[src/rtl/arbiter_pkg.sv]
// Shared types and helpers for the packet-locking valid/ready arbiter.
package arbiter_pkg;

  // Priority scheme: index 0 always highest, or rotating after each grant.
  typedef enum logic {ARB_FIXED, ARB_RR} arb_mode_t;

  // Packet lock state: IDLE re-arbitrates, HELD keeps the grant on lock_id.
  typedef enum logic {LOCK_IDLE, LOCK_HELD} lock_state_t;

  // Width of a channel index for n channels (n >= 2).
  function automatic int idw_of(input int n);
    return $clog2(n);
  endfunction

  // Index of the set bit of a one-hot (or zero) vector; zero input gives 0.
  function automatic int unsigned onehot2idx(input logic [31:0] oh);
    int unsigned idx;
    idx = 0;
    for (int unsigned i = 0; i < 32; i++) begin
      if (oh[i]) idx = idx | i;
    end
    return idx;
  endfunction

endpackage

[src/rtl/arbitration_logic_rr.sv]
// Rotating-priority grant: first request at or after ptr, searching upward
// modulo N. Tying ptr to 0 turns it into a fixed lowest-index-wins encoder.
module arbitration_logic_rr
  import arbiter_pkg::*;
#(
  parameter int  N   = 2,
  localparam int IDW = idw_of(N)
) (
  input  logic [N-1:0]   req,
  input  logic [IDW-1:0] ptr,
  output logic [N-1:0]   grant
);

  logic [2*N-1:0] dreq;
  logic [2*N-1:0] masked;
  logic           found;

  // Double the request vector, mask off bits below ptr, and take the first
  // set bit; the upper copy provides the wrap-around past N-1.
  always_comb begin
    dreq   = {req, req};
    masked = '0;
    grant  = '0;
    found  = 1'b0;
    for (int i = 0; i < 2 * N; i++) begin
      masked[i] = dreq[i] & (i >= int'(ptr));
    end
    for (int i = 0; i < 2 * N; i++) begin
      if (masked[i] && !found) begin
        found        = 1'b1;
        grant[i % N] = 1'b1;
      end
    end
  end

endmodule

[src/rtl/arbiter_rr_pkt.sv]
// N-to-1 valid/ready arbiter with optional packet lock and a registered
// output stage. Handshake: a beat moves on a side when valid and ready are
// both high in the same cycle; senders hold valid/data until accepted, and
// in_ready never depends on the valid of a channel other than the granted one.
module arbiter_rr_pkt
  import arbiter_pkg::*;
#(
  parameter int        DWIDTH   = 8,
  parameter int        N        = 2,
  parameter arb_mode_t MODE     = ARB_RR,
  parameter bit        PKT_LOCK = 1'b1,
  localparam int       IDW      = idw_of(N)
) (
  input  logic              clk,
  input  logic              rst,
  input  logic              in_valid [N-1:0],
  input  logic [DWIDTH-1:0] in_data  [N-1:0],
  input  logic              in_last  [N-1:0],
  output logic              in_ready [N-1:0],
  output logic              out_valid,
  output logic [DWIDTH-1:0] out_data,
  output logic              out_last,
  output logic [IDW-1:0]    out_id,
  input  logic              out_ready
);

  logic [N-1:0]      req;
  logic [N-1:0]      arb_grant;
  logic [N-1:0]      grant;
  logic [IDW-1:0]    ptr;
  logic [IDW-1:0]    arb_ptr;
  logic [IDW-1:0]    lock_id;
  logic [IDW-1:0]    lock_id_next;
  logic [IDW-1:0]    gnt_idx;
  logic [DWIDTH-1:0] sel_data;
  logic              sel_last;
  logic              can_load;
  logic              xfer;
  lock_state_t       lock_state;
  lock_state_t       lock_next;

  // Fixed priority is rotating priority with the pointer pinned at 0.
  assign arb_ptr  = (MODE == ARB_RR) ? ptr : '0;
  assign can_load = !out_valid || out_ready;

  arbitration_logic_rr #(.N(N)) u_arb (
    .req   (req),
    .ptr   (arb_ptr),
    .grant (arb_grant)
  );

  // Final grant: locked channel only while a packet is open, otherwise the
  // arbiter's choice; AND-OR mux of data/last over the one-hot grant.
  always_comb begin
    grant    = '0;
    sel_data = '0;
    sel_last = 1'b0;
    for (int i = 0; i < N; i++) begin
      req[i] = in_valid[i];
    end
    if (PKT_LOCK && lock_state == LOCK_HELD) begin
      for (int i = 0; i < N; i++) begin
        grant[i] = req[i] && (lock_id == IDW'(i));
      end
    end else begin
      grant = arb_grant;
    end
    for (int i = 0; i < N; i++) begin
      sel_data = sel_data | ({DWIDTH{grant[i]}} & in_data[i]);
      sel_last = sel_last | (grant[i] & in_last[i]);
    end
  end

  assign gnt_idx = IDW'(onehot2idx(32'(grant)));
  assign xfer    = (|grant) && can_load && !rst;

  // Per-channel ready: only the granted channel, only when the stage can load.
  always_comb begin
    for (int i = 0; i < N; i++) begin
      in_ready[i] = grant[i] && can_load && !rst;
    end
  end

  // Output stage: load on transfer, otherwise drain when downstream accepts.
  always_ff @(posedge clk) begin
    if (rst) begin
      out_valid <= 1'b0;
      out_data  <= '0;
      out_last  <= 1'b0;
      out_id    <= '0;
    end else if (xfer) begin
      out_valid <= 1'b1;
      out_data  <= sel_data;
      out_last  <= sel_last;
      out_id    <= gnt_idx;
    end else if (out_ready) begin
      out_valid <= 1'b0;
    end
  end

  // Rotating pointer: move past the served channel, at packet end when locking.
  always_ff @(posedge clk) begin
    if (rst) begin
      ptr <= '0;
    end else if (MODE == ARB_RR && xfer && (!PKT_LOCK || sel_last)) begin
      ptr <= (gnt_idx == IDW'(N - 1)) ? '0 : gnt_idx + 1'b1;
    end
  end

  // Lock state register.
  always_ff @(posedge clk) begin
    if (rst) begin
      lock_state <= LOCK_IDLE;
      lock_id    <= '0;
    end else begin
      lock_state <= lock_next;
      lock_id    <= lock_id_next;
    end
  end

  // Lock next-state: open on a non-last beat, close on the last beat of the
  // locked channel; single-beat packets never lock.
  always_comb begin
    lock_next    = lock_state;
    lock_id_next = lock_id;
    if (PKT_LOCK) begin
      case (lock_state)
        LOCK_IDLE: begin
          if (xfer && !sel_last) begin
            lock_next    = LOCK_HELD;
            lock_id_next = gnt_idx;
          end
        end
        LOCK_HELD: begin
          if (xfer && sel_last) lock_next = LOCK_IDLE;
        end
        default: lock_next = LOCK_IDLE;
      endcase
    end else begin
      lock_next = LOCK_IDLE;
    end
  end

endmodule
[config.mk]
export PLATFORM = sky130hd
export DESIGN_NAME = arbiter_rr_pkt
export DESIGN_NICKNAME = d
export VERILOG_FILES = /design/src/rtl/arbiter_pkg.sv /design/src/rtl/arbitration_logic_rr.sv /design/src/rtl/arbiter_rr_pkt.sv
export SDC_FILE = /design/constraint.sdc
export NUM_CORES = 1
export LEC_CHECK = 0
export BUFFER_PORTS_ARGS = -buffer_cell sky130_fd_sc_hd__clkbuf_2
export CAP_MARGIN = 20
export CORE_MARGIN = 4
export CORE_UTILIZATION = 25
export DETAILED_ROUTE_END_ITERATION = 16
export PLACE_DENSITY = 0.54
export SETUP_SLACK_MARGIN = 0.1
export SLEW_MARGIN = 20
export SYNTH_ARGS = -nofsm -noshare
export SYNTH_HDL_FRONTEND = slang
export SYNTH_SLANG_ARGS = --single-unit
[constraint.sdc]
create_clock -name clk -period 3.8 [get_ports clk]
set_clock_uncertainty 0.15 [all_clocks]
set_input_delay 0.76 -clock clk [delete_from_list [all_inputs] [get_ports clk]]
set_output_delay 0.76 -clock clk [all_outputs]
set_load 0.005 [all_outputs]
==> summary.txt <==
Outcome
  • Outcome: finished clean

Setup path
  • CP required: 2.89 ns
  • Worst EP arrival: 1.96 ns
  • Worst Setup Start Kind: input port
  • Critical R2R Capture: arb_ptr
  • Critical path type: input port to output pin
  • Crit Path Max Fanout: 9
  • Worst reg2reg path depth: 4
  • Setup crit end kind: output pin
  • Reg2reg setup slack: 1.97 ns
  • Setup crit start: in_valid[0]
  • Crit path to: in_ready[1]

Synth
  • Synth Cell Area: 723.2 sq um
  • Post-Synth Adder-Cell Area: 0
  • Yosys top cell area share: 0.3875
  • Synthesis warning total: 0
  • Synth area leader: dfxtp_1
  • Synth Register Bits: 14
  • Post-Syn Area per Cell: 9.272 sq um
  • Synth area leaders: dfxtp_1 (39%), a221oi_2 (17%), nor2_1 (6.2%)
  • Xor/xnor share of the synthesized area: 0
  • Post-synthesis sequential area ratio: 0.3875
  • Post-synthesis cell count: 78
  • Synth Area in Compound Gates: 0.3131
  • Mux cell area share after synthesis: 0.02768
  • Simple-gate share of the synthesized area: 0.2076
  • Synthesized Nets: 101
  • Count of cell types in the netlist: 26
  • Main combinational cell family by area after synthesis: compound AO/OA/AOI/OAI gates

CTS
  • Htree depth: 1
  • Clock buffer depth: 2
  • TritonCTS clock tree: done
  • Clk root buf: clkbuf_4
  • Reg clk slew, reported paths: 0.09 ns
  • Post-cts repair resize count: 0
  • Hold buffer count at cts: 0
  • Clock sinks: 14
  • Setup repair bufs after CTS: 0
  • TritonCTS Buffers: 3
  • Clock latency on the worst-skew pair: 0.28 ns

Place
  • RePlAce Congestion: 0.7707
  • IO Port Bufs: 35
  • DP Worst Slack: 0.9440 ns
  • Post-DP HPWL: 1485 um

STA
  • Max Freq: 0.3489 GHz
  • Hold WS: 0.3264 ns
  • Final period util: 0.7542
  • Final Hold Viols: 0
  • Worst rel slew slack: 0.6842
  • Fin crit period: 2.866 ns
  • Max-slew violations: 0
  • Unrepaired setup endpoints after global routing: no
  • Worst Slack Setup Final: 0.9341 ns
  • Fin Setup TNS: 0 ns
  • Setup violators final: 0
  • Worst Tran Pin Value: 0.4737 ns

Worst hold path
  • Hold Crit Class: flip-flop to flip-flop

Global route
  • GR peak layer: met1
  • Global-route wire length before repair: 3077 um
  • Number of global-route vias before repair: 649
  • Met2 GRT Util: 0.1555
  • Initial antenna violation count: 0
  • Met3 Use GR: 0.05165
  • Met1 usage: 0.1574
  • Largest net degree at the start of global routing: 13
  • Global Route Usage Sum: 0.1123
  • GR Overflow Total: 0

Die
  • Num ports: 36
  • Chip Width: 61.79 um
  • Row count: 19
  • Die area: 3817 sq um
  • Core area: 2758 sq um
  • Initial Util: 0.2623
  • Die Ht: 61.79 um

Final layout
  • Commonest non-fill, non-tap cell in the layout: clkbuf_2
  • Most frequent cells in the layout: clkbuf_2 (35), dfxtp_1 (14), nor2_1 (12)
  • Final Net Count: 137
  • Area occupied by registers: 280.3 sq um
  • Multi-input gate area: 396.6 sq um
  • ANT cells: 0
  • Area growth syn-to-layout: 30.28%
  • Fillers: 295
  • Share of post-route cells with drive strength above 1: 0.4425

Routing
  • Total number of vias: 714
  • Via density: 4.958
  • DRT Wirelength: 1901 um
  • Antenna Violating Nets Remaining: 0
  • 1st-pass router iterations: 4
  • DRT iter0 DRCs: 19
  • WL/cell: 13.20 um
  • Drt drc: 0

Power and ir drop
  • Leak: 0.4420 nW
  • Max rail drop VDD: 0.2493 mV
  • PwrDens: 384.9 nW/um^2

Flow run
  • Maximum capacitance violations: 0
Yosys cell counts:
cell	number
a21oi_1	2
nor2b_1	1
nor4_1	1
o21ai_0	7
a2111oi_2	1
buf_1	1
a221oi_2	8
inv_1	2
nand3_1	2
nand4_1	2
mux2i_1	2
nand2_1	6
nand2b_1	1
buf_4	1
buf_2	1
and3_1	2
nand3b_1	1
nor2_1	12
buf_6	2
and2_1	2
a21oi_2	1
or3b_1	1
dfxtp_1	14
o221a_1	1
a2111o_1	1
o21ai_1	3
sequential cells by signal, summed over array words and instances (netlist names), named ones only:
name,count
out_valid,1
out_last,1
lock_id,1
arb_ptr,1
out_data,8
out_id,1
layout make-up:
cell class	instances	area share
inverter	2	0.007968
timing repair buffer	36	0.1939
multi-input combinational	57	0.4210
sequential	14	0.2975
clock buffer	4	0.03851
tap	31	0.04117
power breakdown:
group	leakage, nW	switching [mW]	total (mW)	internal, mW
Sequential	0.116	0.00861	0.169	0.160
Clock	0.0210	0.0523	0.111	0.0583
Combinational	0.305	0.0453	0.0832	0.0379
Total	0.442	0.106	0.363	0.256
worst max-delay path, stage by stage:
cell      delay (ns)
clkbuf_2        0.12
or3b_1          0.39
and3_1          0.35
nand2_1         0.18
inv_1           0.05
clkbuf_2        0.10
layer usage:
layer / wire length [um] / part of all wire
met1: 911 / 0.48
met2: 814 / 0.43
met3: 162 / 0.085
met4: 12 / 0.0063
met5: 0 / 0
logic make-up (layout without fill, tap and decap cells):
family | after synthesis | after routing
and+or+nand+nor | 31 | 31
muxes | 2 | 2
AOI/OAI and AO/OA | 24 | 24
DFF | 14 | 14
buffers and inverters | 7 | 42
per-stage QoR:
step	util	instance area [sq um]	power (mW)	instances
after CTS	0.3417	942.2	0.3658	144
after global placement	0.3285	905.9	0.2552	140
final	0.3417	942.2	0.3626	144
after detailed placement	0.3285	905.9	0.2558	140
after floorplan	-	723.2	0.2239	78
after global routing	0.3417	942.2	0.3856	144
how the worst min path moves through the flow:
stage | slack, ns | startpoint | to | cells past startpoint
final | 0.33 | out_id | out_id | 2
after global routing | 0.38 | out_id | out_id | 2
after CTS | 0.33 | out_id | out_id | 2
after detailed placement | 0.31 | out_id | out_id | 2
after global placement | 0.30 | out_id | out_id | 2
after floorplan | 0.30 | out_id | out_id | 2
Power figures use the tool's default switching activity.
